[src/rtl/spi_clk_pkg.sv]
// Shared types and widths for the SPI clock/reset sequencer.
// The state encodings are visible on state_o for VIO/ILA use, so keep them stable.
package spi_clk_pkg;

  localparam int STATE_W = 3;
  localparam int RETRY_W = 4;
  localparam int LOSS_W  = 8;

  typedef enum logic [STATE_W-1:0] {
    ST_MMCM_RST  = 3'd0,
    ST_WAIT_LOCK = 3'd1,
    ST_FILTER    = 3'd2,
    ST_RELEASE   = 3'd3,
    ST_RUN       = 3'd4,
    ST_FAULT     = 3'd5
  } state_t;

  // Larger of two integers, used to size the shared timer at elaboration time.
  function automatic int max_int(input int a, input int b);
    return (a > b) ? a : b;
  endfunction

  // Increment that sticks at all-ones instead of wrapping.
  function automatic logic [RETRY_W-1:0] retry_inc(input logic [RETRY_W-1:0] v);
    return (v == {RETRY_W{1'b1}}) ? v : v + RETRY_W'(1);
  endfunction

  // Increment that sticks at all-ones instead of wrapping.
  function automatic logic [LOSS_W-1:0] loss_inc(input logic [LOSS_W-1:0] v);
    return (v == {LOSS_W{1'b1}}) ? v : v + LOSS_W'(1);
  endfunction

endpackage

[src/rtl/spi_clock_reset_sequencer_lock_sync_filter.sv]
// Brings the asynchronous MMCM LOCKED into the oscillator domain and counts
// how many consecutive cycles the synchronised value has been high.
// lk_stable fires on the cycle that completes FILTER_CYCLES consecutive highs.
module lock_sync_filter
  import spi_clk_pkg::*;
#(
  parameter int FILTER_CYCLES = 64
) (
  input  logic clk,
  input  logic rst_n,
  input  logic clear,
  input  logic locked_async,
  output logic lk,
  output logic lk_stable
);

  localparam int CNT_W = $clog2(FILTER_CYCLES + 1);
  localparam logic [CNT_W-1:0] CNT_LAST = CNT_W'(FILTER_CYCLES - 1);

  logic             meta;
  logic [CNT_W-1:0] cnt;

  // Two-flop synchroniser; both stages start low so lock is never assumed.
  always_ff @(posedge clk) begin
    if (!rst_n) begin
      meta <= 1'b0;
      lk   <= 1'b0;
    end else begin
      meta <= locked_async;
      lk   <= meta;
    end
  end

  // Consecutive-high counter; any low cycle or a clear request restarts it.
  always_ff @(posedge clk) begin
    if (!rst_n || clear || !lk) begin
      cnt <= '0;
    end else if (cnt != CNT_LAST) begin
      cnt <= cnt + CNT_W'(1);
    end
  end

  assign lk_stable = lk && (cnt == CNT_LAST);

endmodule

[src/rtl/spi_clock_reset_sequencer.sv]
// Clock/reset sequencer beside the MMCM: pulses the MMCM reset, waits for a
// filtered lock, releases NUM_RST reset domains in staggered order, and
// re-runs the sequence on lock loss with a bounded number of retries.
module spi_clock_reset_sequencer
  import spi_clk_pkg::*;
#(
  parameter int NUM_RST             = 4,
  parameter int MMCM_RST_CYCLES     = 8,
  parameter int LOCK_FILTER_CYCLES  = 64,
  parameter int LOCK_TIMEOUT_CYCLES = 4096,
  parameter int STAGGER_CYCLES      = 16,
  parameter int MAX_RETRIES         = 3
) (
  input  logic               osc_clk_i,
  input  logic               fpga_rst_n_i,
  input  logic               mmcm_locked_i,
  output logic               mmcm_rst_o,
  output logic [NUM_RST-1:0] reset_n_o,
  output logic               clock_good_o,
  output logic               fault_o,
  output logic [RETRY_W-1:0] retry_cnt_o,
  output logic [LOSS_W-1:0]  lock_loss_cnt_o,
  output logic [STATE_W-1:0] state_o
);

  // One timer serves the MMCM reset pulse, the lock timeout and the stagger,
  // since only one of them is ever running.
  localparam int REL_SPAN = STAGGER_CYCLES * (NUM_RST - 1);
  localparam int TMR_MAX  = max_int(max_int(MMCM_RST_CYCLES, LOCK_TIMEOUT_CYCLES), REL_SPAN);
  localparam int TMR_W    = $clog2(TMR_MAX + 1);

  localparam logic [TMR_W-1:0]   RST_LAST     = TMR_W'(MMCM_RST_CYCLES - 1);
  localparam logic [TMR_W-1:0]   TIMEOUT_LAST = TMR_W'(LOCK_TIMEOUT_CYCLES - 1);
  localparam logic [TMR_W-1:0]   REL_LAST     = TMR_W'(REL_SPAN);
  localparam logic [RETRY_W-1:0] RETRY_LIMIT  = RETRY_W'(MAX_RETRIES);

  state_t             state;
  logic [TMR_W-1:0]   timer;
  logic [TMR_W:0]     tmr_inc;
  logic [NUM_RST-1:0] release_mask;
  logic               lk;
  logic               lk_stable;
  logic               filt_clear;
  logic               lock_lost;

  lock_sync_filter #(
    .FILTER_CYCLES(LOCK_FILTER_CYCLES)
  ) u_lock_sync_filter (
    .clk         (osc_clk_i),
    .rst_n       (fpga_rst_n_i),
    .clear       (filt_clear),
    .locked_async(mmcm_locked_i),
    .lk          (lk),
    .lk_stable   (lk_stable)
  );

  // The consecutive-lock count only means something while filtering.
  assign filt_clear = (state != ST_FILTER);
  assign lock_lost  = !lk && ((state == ST_RELEASE) || (state == ST_RUN));
  assign tmr_inc    = {1'b0, timer} + (TMR_W + 1)'(1);
  assign state_o    = state;

  // Domains whose release time has been reached once the timer advances;
  // bit i becomes due i*STAGGER_CYCLES cycles after the first release cycle.
  always_comb begin
    release_mask = '0;
    for (int i = 0; i < NUM_RST; i++) begin
      release_mask[i] = (int'(tmr_inc) >= i * STAGGER_CYCLES);
    end
  end

  // Sequencer FSM; every output is registered so resets assert on one edge.
  always_ff @(posedge osc_clk_i) begin
    if (!fpga_rst_n_i) begin
      state           <= ST_MMCM_RST;
      timer           <= '0;
      mmcm_rst_o      <= 1'b1;
      reset_n_o       <= '0;
      clock_good_o    <= 1'b0;
      fault_o         <= 1'b0;
      retry_cnt_o     <= '0;
      lock_loss_cnt_o <= '0;
    end else if (lock_lost) begin
      state           <= ST_MMCM_RST;
      timer           <= '0;
      mmcm_rst_o      <= 1'b1;
      reset_n_o       <= '0;
      clock_good_o    <= 1'b0;
      retry_cnt_o     <= '0;
      lock_loss_cnt_o <= loss_inc(lock_loss_cnt_o);
    end else begin
      case (state)
        ST_MMCM_RST: begin
          mmcm_rst_o   <= 1'b1;
          reset_n_o    <= '0;
          clock_good_o <= 1'b0;
          if (timer == RST_LAST) begin
            state      <= ST_WAIT_LOCK;
            mmcm_rst_o <= 1'b0;
            timer      <= '0;
          end else begin
            timer <= tmr_inc[TMR_W-1:0];
          end
        end
        ST_WAIT_LOCK: begin
          if (lk) begin
            state <= ST_FILTER;
            timer <= '0;
          end else if (timer == TIMEOUT_LAST) begin
            timer <= '0;
            if (retry_cnt_o < RETRY_LIMIT) begin
              state       <= ST_MMCM_RST;
              mmcm_rst_o  <= 1'b1;
              retry_cnt_o <= retry_inc(retry_cnt_o);
            end else begin
              state   <= ST_FAULT;
              fault_o <= 1'b1;
            end
          end else begin
            timer <= tmr_inc[TMR_W-1:0];
          end
        end
        ST_FILTER: begin
          if (!lk) begin
            state <= ST_WAIT_LOCK;
            timer <= '0;
          end else if (lk_stable) begin
            state     <= ST_RELEASE;
            reset_n_o <= NUM_RST'(1);
            timer     <= '0;
          end
        end
        ST_RELEASE: begin
          reset_n_o <= release_mask;
          if (timer == REL_LAST) begin
            state        <= ST_RUN;
            clock_good_o <= 1'b1;
            timer        <= '0;
          end else begin
            timer <= tmr_inc[TMR_W-1:0];
          end
        end
        ST_RUN: begin
          clock_good_o <= 1'b1;
        end
        ST_FAULT: begin
          fault_o      <= 1'b1;
          mmcm_rst_o   <= 1'b0;
          reset_n_o    <= '0;
          clock_good_o <= 1'b0;
        end
        default: begin
          state        <= ST_MMCM_RST;
          timer        <= '0;
          mmcm_rst_o   <= 1'b1;
          reset_n_o    <= '0;
          clock_good_o <= 1'b0;
          fault_o      <= 1'b0;
        end
      endcase
    end
  end

endmodule

[config.mk]
export PLATFORM = sky130hd
export DESIGN_NAME = spi_clock_reset_sequencer
export DESIGN_NICKNAME = d
export VERILOG_FILES = /design/src/rtl/spi_clk_pkg.sv /design/src/rtl/spi_clock_reset_sequencer_lock_sync_filter.sv /design/src/rtl/spi_clock_reset_sequencer.sv
export SDC_FILE = /design/constraint.sdc
export NUM_CORES = 1
export LEC_CHECK = 0
export CORE_UTILIZATION = 56
export CTS_CLUSTER_DIAMETER = 50
export DETAILED_ROUTE_END_ITERATION = 8
export PLACE_DENSITY = 0.79
export SLEW_MARGIN = 40
export SYNTH_ARGS = -nofsm -noshare
export SYNTH_HDL_FRONTEND = slang
export SYNTH_SLANG_ARGS = --single-unit
[constraint.sdc]
create_clock -name osc_clk_i -period 2.3 [get_ports osc_clk_i]
set_input_delay 0.23 -clock osc_clk_i [delete_from_list [all_inputs] [get_ports osc_clk_i]]
set_output_delay 0.23 -clock osc_clk_i [all_outputs]
set_load 0.05 [all_outputs]
Yosys cells after proc, flatten, opt, wreduce, memory -nomap -nowiden --
Index checks and enable logic that the tools add are counted.
Word-level totals: output and inout port bits 22, flip-flop bits (word level) 44
Operators by class: magnitude comparators 4, muxes and demuxes 29, add/subtract/negate cells 4, eq/ne operators 23, reduce and logical (&&, ||, !) cells 22, bitwise logic cells 10
Operators by type and width (number):
- 13-bit 2-to-1 mux | 6
- 13-bit case mux with 5 select lines | 1
- 14-bit by 6-bit greater-or-equal comparator with 1-bit output (second input constant) | 2
- 3-bit 2-to-1 mux | 7
- 3-bit case mux with 5 select lines | 1
- 5-bit AND reduction | 3
- 13-bit by 1-bit adder with 14-bit output (second input constant) | 1
- 14-bit by 5-bit greater-or-equal comparator with 1-bit output (second input constant) | 1
- 13-bit by 12-bit == test with 1-bit output (second input constant) | 1
- 13-bit by 3-bit == test with 1-bit output (second input constant) | 1
- 13-bit by 6-bit == test with 1-bit output (second input constant) | 1
- 2-bit inequality test (second input constant) | 6
- 4-bit case mux with 3 select lines | 1
- 1-bit inverter | 10
- 8-bit by 1-bit adder with 8-bit output (second input constant) | 1
- 8-bit == test (second input constant) | 1
- 1-bit 2-to-1 mux | 8
- 4-bit 2-to-1 mux | 2
- 2-bit OR reduction | 4
- 7-bit by 1-bit adder with 7-bit output (second input constant) | 1
- 7-bit by 6-bit == test with 1-bit output (second input constant) | 1
- 7-bit by 6-bit inequality test with 1-bit output (second input constant) | 1
- 3-bit by 2-bit == test with 1-bit output (second input constant) | 2
- 3-bit == test (second input constant) | 2
- other kinds (18) | 27

Longest topological paths before layout --
Gate-level depths: netlist (run 1).
depth after elaboration 5, mapped depth 8

Hierarchy --
Synthesis (run 1) repeated with hierarchy kept, for this count alone.
Unflattened totals: cells, all modules 296, area total of the unflattened synthesis 2483.6 um^2
By module, submodules not included:
- spi_clock_reset_sequencer | cells each 254, area each 2089.5 um^2, times used 1, sequential area each 700.7 um^2
- lock_sync_filter | cells each 42, area each 394.1 um^2, times used 1, sequential area each 180.2 um^2

Least setup slack after synthesis (run 1) --
No wires, ideal clock.
path kind reg-to-reg, from register state[2], in the netlist state_o[2], to register lock_loss_cnt_o[4], stages on the path, launching flop included 6, clock period less this slack 2.149 ns, setup slack 0.151 ns, arrival 2.079 ns, path buffers 0, required time 2.230 ns, cell sequence dfxtp_1 -> or3b_1 -> a21oi_1 -> o211ai_1 -> or3_1 -> a21boi_1
On the way: word-level cells in the longest chain between the ends 4
Ends and longest elaborated chain:
- start, declared | line spi_clock_reset_sequencer.sv:37 | state_t state;
- start signal, assigned | line spi_clock_reset_sequencer.sv:75 | state <= ST_MMCM_RST;
- start signal, assigned | line spi_clock_reset_sequencer.sv:84 | state <= ST_MMCM_RST;
- start signal, assigned | line spi_clock_reset_sequencer.sv:98 | state <= ST_WAIT_LOCK;
- 3-bit by 2-bit == test with 1-bit output or 3-bit == test (tied branches) | line spi_clock_reset_sequencer.sv:59 | assign lock_lost = !lk && ((state == ST_RELEASE) || (state == ST_RUN));
- 1-bit logical OR (*) | line spi_clock_reset_sequencer.sv:59
- 1-bit logical AND (*) | line spi_clock_reset_sequencer.sv:59
- 2-bit AND reduction (no line) (*)
- end signal, assigned | line spi_clock_reset_sequencer.sv:90 | lock_loss_cnt_o <= loss_inc(lock_loss_cnt_o);
- end, declared | line spi_clock_reset_sequencer.sv:22 | output logic [LOSS_W-1:0] lock_loss_cnt_o,
Mark *: on every way between the ends. The rest lies on a longest branch, timed or not. A chain may end at the register's enable or synchronous reset.

Worst setup path in the final report (run 1) --
from register timer[0], to register timer[10]
On the way: word-level cells in the longest chain between the ends 4
Ends and longest elaborated chain:
- start, declared | line spi_clock_reset_sequencer.sv:38 | logic [TMR_W-1:0] timer;
- start signal, assigned | line spi_clock_reset_sequencer.sv:102 | timer <= tmr_inc[TMR_W-1:0];
- start signal, assigned | line spi_clock_reset_sequencer.sv:120 | timer <= tmr_inc[TMR_W-1:0];
- start signal, assigned | line spi_clock_reset_sequencer.sv:140 | timer <= tmr_inc[TMR_W-1:0];
- 13-bit by 1-bit adder with 14-bit output or 13-bit by 12-bit == test with 1-bit output (tied branches) | line spi_clock_reset_sequencer.sv:60, spi_clock_reset_sequencer.sv:109
- 13-bit 2-to-1 mux | line spi_clock_reset_sequencer.sv:109 | end else if (timer == TIMEOUT_LAST) begin
- 13-bit 2-to-1 mux | line spi_clock_reset_sequencer.sv:106 | if (lk) begin
- 13-bit case mux with 5 select lines (*) | line spi_clock_reset_sequencer.sv:92 | case (state)
Marked as above.

==> results of run 1 <==
metal layers:
layer  GRT usage  up-vias  part of all wire
li1            -     1127                 -
met1      0.3609     1034              0.47
met2      0.3775       85              0.44
met3     0.05167        7             0.068
met4     0.07813        0             0.014
met5           0        -                 0
area by class of cell:
| type | instances | area (um2) | area share |
|---|---|---|---|
| clock buffers | 7 | 86.33 | 0.02977 |
| inverters | 13 | 48.80 | 0.01682 |
| clock inverters | 1 | 7.507 | 0.002588 |
| multi-input cells | 213 | 1449 | 0.4996 |
| repair buffers | 39 | 365.4 | 0.1260 |
| flip-flops and latches | 44 | 880.8 | 0.3037 |
| well taps | 50 | 62.56 | 0.02157 |
synthesized netlist by cell type, types with 2 or more instances:
cell	n	area (um2)
a211oi_1	4	30.03
a21oi_1	17	85.08
a221oi_1	2	17.52
a31oi_1	2	12.51
a41oi_1	3	26.28
and2_1	10	62.56
and3_1	4	25.02
and4_1	3	26.28
buf_2	3	15.01
clkbuf_1	11	41.29
dfxtp_1	44	880.8
ha_1	5	62.56
inv_1	13	48.80
mux2i_1	6	60.06
nand2_1	18	67.56
nand2b_1	3	18.77
nand3_1	13	65.06
nand4_1	5	31.28
nor2_1	18	67.56
nor2b_1	4	25.02
nor3_1	6	30.03
nor3b_1	2	15.01
nor4_1	7	43.79
nor4bb_1	2	20.02
o2111ai_1	5	43.79
o211ai_1	6	45.04
o21a_1	3	22.52
o21ai_0	16	80.08
o221ai_1	4	35.03
o22ai_1	3	18.77
o31a_1	2	17.52
or3_1	4	25.02
xnor2_1	11	96.34
xor2_1	4	35.03
registers in the layout, summed over array words and instances, names as in the netlist:
name	cells
reset_n_o	4
u_lock_sync_filter.cnt	7
state_o	3
lock_loss_cnt_o	8
fault_o	1
timer	13
u_lock_sync_filter.lk	1
u_lock_sync_filter.meta	1
retry_cnt_o	4
clock_good_o	1
mmcm_rst_o	1
cells by family (layout without fill, tap and decap cells):
| kind of cell | count (synthesis) | in the layout |
|---|---|---|
| compound gates | 78 | 78 |
| fa+ha+maj | 5 | 5 |
| flops | 44 | 44 |
| xor+xnor | 15 | 15 |
| mux | 6 | 6 |
| simple gates | 109 | 109 |
| buf+inv | 28 | 60 |
worst max path at each step:
stage                    start                  to  depth (start not counted)
detailed placement    timer[0]            timer[3]                          6
global route          timer[0]            timer[9]                          6
floorplan           state_o[2]  lock_loss_cnt_o[4]                          5
global placement      timer[0]           timer[10]                          6
finish                timer[0]           timer[10]                          6
CTS                   timer[0]           timer[10]                          6
tightest hold or removal path: stages, from the launching register on:
cell      delay (ns)
dfxtp_1         0.32
inv_1           0.06
a311oi_1        0.04
placed cells by master (no fill, tap or decap), types with 7 or more instances in the layout:
cell type,instances
and2_1,10
inv_1,13
clkdlybuf4s50_1,24
nand2_1,18
nand3_1,13
buf_4,14
nor4_1,7
dfxtp_1,44
nor2_1,18
a21oi_1,17
xnor2_1,11
o21ai_0,16
power groups by stage:
stage | registers [mW] | logic (mW) | clock network, mW
2_1_floorplan | 0.827 | 0.119 | 0
3_3_place_gp | 0.834 | 0.149 | 0
3_5_place_dp | 0.836 | 0.152 | 0
4_1_cts | 0.818 | 0.153 | 0.519
5_1_grt | 0.826 | 0.168 | 0.547
6_report | 0.819 | 0.154 | 0.506
timing repair:
item,in CTS,in global routing
setup endpoints to repair,0,1
resized for setup,0,2
setup buffers,0,0
==> impl_results.md, run 1 <==
- Status: complete, no violations
- Warnings, synthesis: 0
- Die ar.: 4625 um2
- Final core utilization: 0.7097
- Critical-path top delay cell: or4_4
- Unrepaired setup endpoints after global routing: no
- Pleak: just over 1 nW
- Primary FF master, synth: dfxtp_1
- Critical Path, Cell by Cell: ha_1, nand3_2, or4_4, o21a_4, o21ai_0, o211ai_1
- Area of the core: 4086 um2
- Adder-cell share of the synthesized area: 0.02564
- CTS buffer count: 5
- Hold slack final: between 0.4 and 0.5 ns
- First-pass GRT wire length: 8769 um
- Final worst slack: 0.1458 ns
- Worst hold start: u_lock_sync_filter.cnt[6]
- Initial antenna violation count: 0
- Final TNS setup: 0 ns
- Routability cong.: between 0.8 and 0.9
- Fmax: 0.4642 GHz
- Maxcap violations: 0
- Top Ports: 25
- Count of final hold-check violations: 0
- Die W: just under 70 um
- Antenna Cells: 0
- Synth Area per Inst: roughly 8.6 um2
- Dpl ws: around 0.17 ns
- Clk_skew: between 0.003 and 0.004 ns
- Setup-failing EPs final: 0
- First-pass iteration count of the detailed router: 4
- IR drop worst, VDD: between 0.4 and 0.5 mV
- Non-Filler Instances: roughly 370
- Comb pwr share: 0.104
- Post-synthesis mux area share: 0.02462
- Cells after DPL: 359
- R2r startpoint: timer[0]
- PwrDens: a little over 500 nW/um2
- CTS tree: yes
- Startpoint Class: flip-flop
- Fin area: between 2000 and 3000 um2
- Area Overhead vs Synth: 18.87%
- Clk pwr share: 0.342
- DR vias: between 2,000 and 2,500
- Vias/cell: ~6
- Initial core utilization: 0.5971
- Clock-pin slew on the worst setup and hold paths: ~0.080 ns
- Total Nets Final: roughly 320
- Crit path required time: around 2.5 ns
- Sequential fraction of the synthesis area: 0.3610
- Hold-fix buffers, CTS: 0
- Largest family of logic cells by synthesized area: simple AND/OR/NAND/NOR gates
- GR Overflow Total: 0
- Asr flop ratio synth: 0
- CP Class: flip-flop to flip-flop
- P_int: roughly 1.1 mW
- Row count: 23
- Sequential share of power: 0.554
- Cell variety after synth: 56
- Slew of the pin with the lowest slew margin: between 0.5 and 0.6 ns
- Number of synthesized flops with an enable pin: 0
- P_sw: just under 400 uW
- H-tree levels: 2
- Largest net degree at the start of global routing: 21
- Net Sw Frac: 0.2628
- Antenna-violating nets left: 0
- FF-to-FF path depth: 6
- Critical path arrival: around 2.3 ns
- Simple-Gate Fraction of Synth Area: 0.2590
- Tmin final: roughly 2.2 ns
- Syn_nets: between 200 and 300
- Delay-heaviest family, CP: compound AO/OA/AOI/OAI gates
- Cell Area, Placed: 2800 um2
- Clock buffer depth: 2
- FF-to-FF End: timer[10]
- Hold path cells: 2
- Total power draw: 1.478 mW
- Die H: ~68 um
- Post-Route WL: between 5000 and 6000 um
- Synth Area in XOR/XNOR: 0.05385
- Register bit total from synthesis: 44
- # DRC: 0
- Vias in the first global route: 1,858
- Final Max Slew Viols: 0
- Port Buffers: 24
- Final Cycle Share: 0.9366
- Worst-Skew Late Latency: 0.30 ns
- Critical Path Max Stage Delay: approximately 0.52 ns
- Fillers: ~330
- Mapped cell area: approximately 2400 um2
- Worst reg-to-reg setup slack: 0.15 ns
- Clk root buf: clkbuf_8
- Total clock sinks: 44
- Hold Path Class: flip-flop to flip-flop
- Max-slew headroom: 0.6299
- Wire per inst: approximately 15 um
- Post-Syn Instances: around 290
- Peak fanout along the critical path: 14
- Layout cell share with drive strength beyond 1: 0.09779
- GRT Util Overall: 0.2527
- Critical Path End Type: flip-flop
- Final HPWL DP: approximately 3900 um
- Critical path buffers and inverters: 0
- Drt initial violations: 219
- End of the worst hold path: u_lock_sync_filter.cnt[6]
- Compound-Gate Fraction of Synth Area: 0.2282
(Power assumes the default switching activity.)
==> run 2: changes to the inputs <==
Settings changed: CORE_UTILIZATION 56 to 60, PLACE_DENSITY 0.79 to 0.84.
Clock period 2.3 ns to 2.74 ns, I/O delays scaled along.
==> run 2 against run 1 <==
  * Clock skew rose by 0.0035 ns
  * Cell count fell by 3.3%
  * Critical path depth did not move
  * First-iteration DRC count rose by 29%
  * Largest cell class unchanged
==> impl_results.md, run 2 (synthesized netlist as in run 1, its figures left out) <==
- Row count: 22
- Fillers: between 200 and 300
- Clk_skew: 0.006781 ns
- Port Buffers: 24
- Vias in the first global route: between 2,000 and 2,500
- First-pass GRT wire length: 9584 um
- Post-CTS sizing: 0
- Routability cong.: 0.8855
- Most frequent cells in the layout: dfxtp_1 (44), clkdlybuf4s50_1 (24), nor2_1 (18), nand2_1 (18), a21oi_1 (17)
- Critical-path top delay cell: or4_4
- Critical Path Stages: 6
- Critical Path End Type: flip-flop
- Die W: 65.77 um
- Setup-failing EPs final: 0
- Biggest register: timer
- Post-Route WL: 5503 um
- Initial antenna violation count: 0
- Most used cell, CP: o21ai_0
- Startpoint Class: flip-flop
- Area Overhead vs Synth: 15.74%
- Critical path buffers and inverters: 0
- Hold Path Class: flip-flop to flip-flop
- Status: complete, no violations
- Maxcap violations: 0
- GRT Util Overall: 0.2827
- IR drop worst, VDD: roughly 0.37 mV
- Wire per inst: 15.50 um
- FF-to-FF End: timer[3]
- Unrepaired setup endpoints after global routing: no
- Biggest regs: timer: 13 flops, lock_loss_cnt_o: 8 flops, u_lock_sync_filter.cnt: 7 flops
- Clock-pin slew on the worst setup and hold paths: 0.08 ns
- Clk root buf: clkbuf_8
- Final Cycle Share: 0.8503
- Worst reg-to-reg setup slack: 0.41 ns
- Antenna Cells: 0
- H-tree levels: 2
- Final Max Slew Viols: 0
- Crit path required time: slightly below 3 ns
- CTS buffer count: 5
- Setup repair bufs after CTS: 0
- Die ar.: between 4000 and 5000 um2
- Layout cell share with drive strength beyond 1: 0.06840
- Dpl ws: roughly 0.45 ns
- Critical Path Max Stage Delay: 0.57 ns
- Tmin final: 2.330 ns
- # DRC: 0
- Worst hold start: u_lock_sync_filter.meta
- Final TNS setup: 0 ns
- Largest register FFs: 13
- Final HPWL DP: around 3900 um
- Antenna-violating nets left: 0
- Vias/cell: 6.276
- Worst-Skew Late Latency: ~0.29 ns
- GR Overflow Total: 0
- Critical path arrival: between 2 and 3 ns
- Delay-heaviest family, CP: simple AND/OR/NAND/NOR gates
- Pleak: a little under 1 nW
- Top Ports: 25
- End of the worst hold path: u_lock_sync_filter.lk
- Largest net degree at the start of global routing: 19
- Initial core utilization: 0.6470
- CTS tree: yes
- Total Nets Final: roughly 320
- Clock buffer depth: 2
- Critical Path, Cell by Cell: ha_1, nand3_2, or4_4, o21a_4, o21ai_0, o21ai_0
- PwrDens: 454.0 nW/um2
- Slew of the pin with the lowest slew margin: around 0.76 ns
- Hold-fix buffers, CTS: 0
- Fmax: 0.4292 GHz
- Drt initial violations: roughly 280
- R2r startpoint: timer[0]
- Total clock sinks: 44
- First-pass iteration count of the detailed router: 4
- FF-to-FF path depth: 6
- Count of final hold-check violations: 0
- Final worst slack: between 0.4 and 0.5 ns
- Peak fanout along the critical path: 14
- Commonest non-fill, non-tap cell in the layout: dfxtp_1
- Die H: around 66 um
- Hold path cells: 1
- DR vias: roughly 2,200
- Max-slew headroom: 0.4861
- CP Class: flip-flop to flip-flop
- Area of the core: roughly 3800 um2
## run 2: final cells by class
cell class                 count  area (um2)  area share
multi-input combinational    213        1443      0.5109
clock inverter                 1       30.03     0.01063
inverter                      13       48.80     0.01728
tap                           48       60.06     0.02127
clock buffer                   5       68.82     0.02437
timing repair buffer          31       292.8      0.1037
sequential                    44       880.8      0.3119
## run 2: where the power goes
group / internal [mW] / total (mW) / switching, mW
sequential: 0.657 / 0.686 / 0.0297
combinational: 0.0502 / 0.128 / 0.0773
clock: 0.262 / 0.468 / 0.207
## run 2: how the worst max path moves through the flow
stage	start	endpoint	slack [ns]
floorplan	state_o[2]	lock_loss_cnt_o[4]	0.59
global placement	timer[0]	timer[10]	0.53
detailed placement	timer[0]	timer[10]	0.45
CTS	timer[0]	timer[3]	0.42
global route	timer[0]	timer[9]	0.28
finish	timer[0]	timer[3]	0.41
## run 2: through the flow
stage	instance area [um2]	util	hold WS (ns)	total power, mW	std cells
final	2824	0.7488	0.4427	1.282	355
after global routing	2824	0.7488	0.4668	1.338	355
after CTS	2824	0.7488	0.4462	1.287	355
after detailed placement	2725	0.7226	0.4320	0.8256	349
after global placement	2725	0.7226	0.4248	0.8201	349
after floorplan	2440	-	0.4013	0.7942	285
## run 2: per-layer routing
layer  up-vias  wire length (um)  global-route usage
li1       1109                 -                   -
met1      1036              2586              0.3883
met2        73              2504              0.4477
met3        10               335             0.04828
met4         0                76             0.08967
met5         -                 0                   0
## run 2: worst reg2reg max path: cells and delay by family (launching register included)
kind                     cells  cell delay (ns)
flip-flops                   1             0.45
AO/OA/AOI/OAI                3             0.71
AND/OR/NAND/NOR              2             0.78
adder cells (fa/ha/maj)      1             0.27
